[config.mk]
export PLATFORM = sky130hd
export DESIGN_NAME = fifo_wr_arbiter
export DESIGN_NICKNAME = d
export VERILOG_FILES = /design/src/rtl/fifo_wr_arbiter.sv
export SDC_FILE = /design/constraint.sdc
export NUM_CORES = 1
export LEC_CHECK = 0
export CAP_MARGIN = 30
export CORE_ASPECT_RATIO = 1.25
export CORE_MARGIN = 2
export CORE_UTILIZATION = 33
export CTS_BUF_LIST = sky130_fd_sc_hd__clkbuf_16
export CTS_CLUSTER_SIZE = 14
export DETAILED_ROUTE_END_ITERATION = 8
export HOLD_SLACK_MARGIN = 0.03
export MAX_ROUTING_LAYER = met4
export PLACE_DENSITY = 0.77
export SYNTH_ARGS = -nofsm -noshare
export SYNTH_HDL_FRONTEND = slang
export SYNTH_SLANG_ARGS = --single-unit
[constraint.sdc]
create_clock -name clk -period 1.5 [get_ports clk]
set_input_delay 0.3 -clock clk [delete_from_list [all_inputs] [get_ports clk]]
set_output_delay 0.3 -clock clk [all_outputs]
set_load 0.01 [all_outputs]
[src/rtl/fifo_wr_arbiter.sv]
// Round-robin arbiter sharing one synchronous-FIFO write port between NREQ producers.
// A grant lasts until the producer drops req or BURST words have been written.
//
// state | meaning
// IDLE  | no grant; scan req from ptr and grant the first requester found
// GRANT | grant_id owns the FIFO write port; stalls while fifofull is high
module fifo_wr_arbiter #(
  parameter int WIDTH = 8,
  parameter int NREQ  = 4,
  parameter int BURST = 4,
  parameter int IDW   = $clog2(NREQ)
) (
  input  logic                  clk,
  input  logic                  rst,
  input  logic [NREQ-1:0]       req,
  input  logic [NREQ*WIDTH-1:0] data,
  input  logic                  fifofull,
  output logic                  fifo_we,
  output logic [WIDTH-1:0]      fifo_din,
  output logic [NREQ-1:0]       ack,
  output logic [IDW-1:0]        grant_id,
  output logic                  busy
);

  localparam int CW = (BURST > 1) ? $clog2(BURST + 1) : 1;
  localparam logic [CW-1:0]  LAST  = CW'(BURST - 1);
  localparam logic [IDW-1:0] MAXID = IDW'(NREQ - 1);

  typedef enum logic {IDLE, GRANT} state_t;

  state_t          state;
  logic [CW-1:0]   cnt;
  logic [IDW-1:0]  ptr;
  logic [IDW-1:0]  next_id;
  logic [IDW-1:0]  ptr_next;
  logic            found;
  logic            write;
  int              scan_idx;
  logic [WIDTH-1:0] words [NREQ];

  always_comb begin
    for (int i = 0; i < NREQ; i++) begin
      words[i] = data[i*WIDTH +: WIDTH];
    end
  end

  // First requester at or after ptr, wrapping modulo NREQ.
  always_comb begin
    found    = 1'b0;
    next_id  = '0;
    scan_idx = 0;
    for (int k = 0; k < NREQ; k++) begin
      scan_idx = int'(ptr) + k;
      if (scan_idx >= NREQ) scan_idx = scan_idx - NREQ;
      if (!found && req[IDW'(scan_idx)]) begin
        found   = 1'b1;
        next_id = IDW'(scan_idx);
      end
    end
  end

  assign ptr_next = (grant_id == MAXID) ? '0 : grant_id + 1'b1;
  assign busy     = (state == GRANT);
  assign write    = busy & req[grant_id] & ~fifofull;
  assign fifo_we  = write;
  assign ack      = write ? ({{(NREQ-1){1'b0}}, 1'b1} << grant_id) : '0;
  assign fifo_din = busy ? words[grant_id] : '0;

  always_ff @(posedge clk) begin
    if (!rst) begin
      state    <= IDLE;
      ptr      <= '0;
      grant_id <= '0;
      cnt      <= '0;
    end else begin
      case (state)
        IDLE: begin
          if (found) begin
            grant_id <= next_id;
            cnt      <= '0;
            state    <= GRANT;
          end
        end
        GRANT: begin
          if (write) cnt <= cnt + 1'b1;
          // A withdrawn request or the last beat of a burst both hand the port back.
          if (!req[grant_id] || (write && cnt == LAST)) begin
            state <= IDLE;
            ptr   <= ptr_next;
          end
        end
        default: state <= IDLE;
      endcase
    end
  end

endmodule
==> metrics.cfg <==
[run_status]
status = finished with violations
violations = negative setup slack

[min_path]
hp-class = reg2reg
min_from = cnt[2]$_SDFFE_PN0P_

[drt]
avgRoutedWirePerCell_um = 15.1
antenna_left = 0
totalWireLength_um = 2960
drt_iter0_markers = 41
num_vias = 1010
post-route-drc-count = 0
drtPass1Iterations = 5
via_per_inst = 5.15

[clocking]
cts.sinks = 8
cts_buffers = 3
clkLatencyLatePin_ps = 240
cts_tree = built
clkTransAtPathRegs_ps = 40
h-tree-depth = 1
ctsRootBufferMaster = clkbuf_16
cts.path.max_buffers = 2

[synthesis]
ys_warn_count = 0
ys_types = 33
syn_inst = 90
synth_nets = 135
syn_area_per_cell_um2 = 9.52
ys_seq_elements = 8
yosysSeqAreaShare = 0.187
syn_area_um2 = 857

[timing]
final-setup-viol-count = 16
final.setup.worst_slack_ps = -339
holdWs_ps = 470
relSlewSlack = 0.742
skew_ps = 5.67
rsz0062_at_grt = yes
period_minus_slack_ps = 1840
drv_slew = 0
max_slew.worst_pin.slew_ps = 387
hold_violations = 0
max_freq_mhz = 544
min_period_over_period = 1.23

[placement]
port_buffers = 54
gp_congestion = 0.786
dp_worst_setup_slack_ps = -980
placed_cells = 187
dp_hpwl_um = 2220

[global_route]
grt_pass1_vias = 1013
grt_pass1_wl_um = 4730
antenna_found_initial = 0
overflow = 0
grt_use_total = 0.220
grt_start_max_net_pins = 14

[floorplanning]
die_h_um = 61.0
ioPinCount = 55
core_area_um2 = 2450
initial_core_util = 0.349
dieArea_um2 = 3020
rows = 20
die_x_um = 49.6

[final_layout]
fin_cells = 196
drive_above_1_share = 0.393
final_cell_mix = clkdlybuf4s50_1 (33), buf_4 (15), buf_6 (12)
diodes = 0
final_common_cell = clkdlybuf4s50_1
area_delta_synth_final_pct = 101
nets = 209
fillers = 190

[worst_setup_path]
r2r-start = grant_id[0]$_SDFFE_PN0P_
worstReg2RegEnd = cnt[2]$_SDFFE_PN0P_
cp-end-kind = output port
cp_data_arrival_time_ps = 1540
worst-path-buf-inv = 3
crit_type = reg2out
cp_slowest_stage_delay_ps = 440
cp.required_ps = 1200
r2r_cells = 6
slowest_stage = a2111oi_4
cp_max_fo = 5
worstSetupStartpoint = grant_id[0]$_SDFFE_PN0P_
cpLargestDelayFamily = compound AO/OA/AOI/OAI gates
critPathLaunchType = flip-flop
worst-path-stages = 5
crit_chain = buf_8 -> inv_6 -> a2111oi_4 -> and2_1 -> buf_2
crit_end = ack[1]
rrSetupSlack_ps = -20

[power_and_ir_drop]
p_leak_nw = 0.728
worst_ir_drop_vdd_v = 0.000696
pwr_density_cell_nw_per_um2 = 748

[job]
max_cap_viol_count = 0

power breakdown:
part	leakage, nW	switching [mW]	internal (mW)
Sequential	0.0668	0.0254	0.233
Clock	0.0423	0.115	0.348
Combinational	0.619	0.210	0.357
synthesized netlist by cell type, drive strengths merged:
cell type,number,area (um2)
clkbuf,3,11.3
and4b,1,10.0
mux2,1,15.0
o221ai,1,8.76
buf,2,8.75
nor2b,1,6.26
mux2i,7,70.1
nand2,6,22.5
a2111oi,1,27.5
nor2,4,17.5
mux4,8,180
nand3,4,20.0
a221oi,1,8.76
a21oi,3,15.0
inv,6,22.5
and2,12,75.1
ha,6,75.1
a211oi,2,20.0
nand2b,4,25.0
nor3,1,5.00
or3,1,6.26
dfxtp,8,160
o21ai,2,10.0
o31ai,1,7.51
nor4,1,6.26
o21a,1,7.51
or2,1,6.26
nor4b,1,8.76
metrics by stage:
stage                     setup TNS, ps  instance area [um2]   util  power (mW)
after CTS                         -3940                 1670  0.681        1.27
after global routing              -4740                 1720  0.702        1.35
after floorplan                    -718                  891      -       0.516
after global placement           -11460                 1550  0.634       0.757
after detailed placement         -12120                 1550  0.634       0.773
final                             -3790                 1720  0.702        1.29
logic make-up after synthesis:
family | after synthesis | synth area share
AOI/OAI and AO/OA | 12 | 0.123
adders and majority gates | 6 | 0.0876
buffers and inverters | 11 | 0.0496
DFF | 8 | 0.187
muxes | 16 | 0.309
and+or+nand+nor | 37 | 0.244
cell type report:
cell class / instances / area, um2 / share of cell area
clock inverters: 1 / 3.75 / 0.00218
well taps: 33 / 41.3 / 0.0240
flip-flops and latches: 8 / 168 / 0.0975
inverters: 6 / 27.5 / 0.0160
multi-input cells: 71 / 703 / 0.409
clock buffers: 3 / 75.1 / 0.0436
repair buffers: 74 / 702 / 0.408
flip-flops by register name (all words and copies together), names as in the netlist:
register / flops
ptr: 2
grant_id: 2
busy: 1
cnt: 3
metal layers:
metal	part of all wire	vias up	global-route usage
li1	-	474	-
met1	0.42	465	0.239
met2	0.47	66	0.364
met3	0.10	5	0.0764
met4	0.018	0	0.103
met5	0	-	-
tightest hold or removal path: cells and delay by family, from the launching register on:
| family | cells | cell delay, ps |
|---|---|---|
| muxes | 1 | 60 |
| DFF | 1 | 300 |
| and+or+nand+nor | 1 | 60 |
worst min-delay path by stage:
stage / cells past startpoint / slack (ps) / end
floorplan: 2 / 430 / busy$_SDFF_PN0_
global placement: 2 / 450 / cnt[2]$_SDFFE_PN0P_
detailed placement: 2 / 470 / cnt[2]$_SDFFE_PN0P_
CTS: 2 / 470 / cnt[2]$_SDFFE_PN0P_
global route: 2 / 500 / cnt[2]$_SDFFE_PN0P_
finish: 2 / 470 / cnt[2]$_SDFFE_PN0P_
repair_timing:
action | 4_1_cts | 5_1_grt
setup endpoints to repair | 23 | 20
buffers inserted | 6 | 0
hold endpoints to repair | 0 | 0
pin swaps | 14 | 6
hold buffers | 0 | 0
gates resized for setup | 74 | 13
Note: power is estimated with default switching activity, not from simulation.
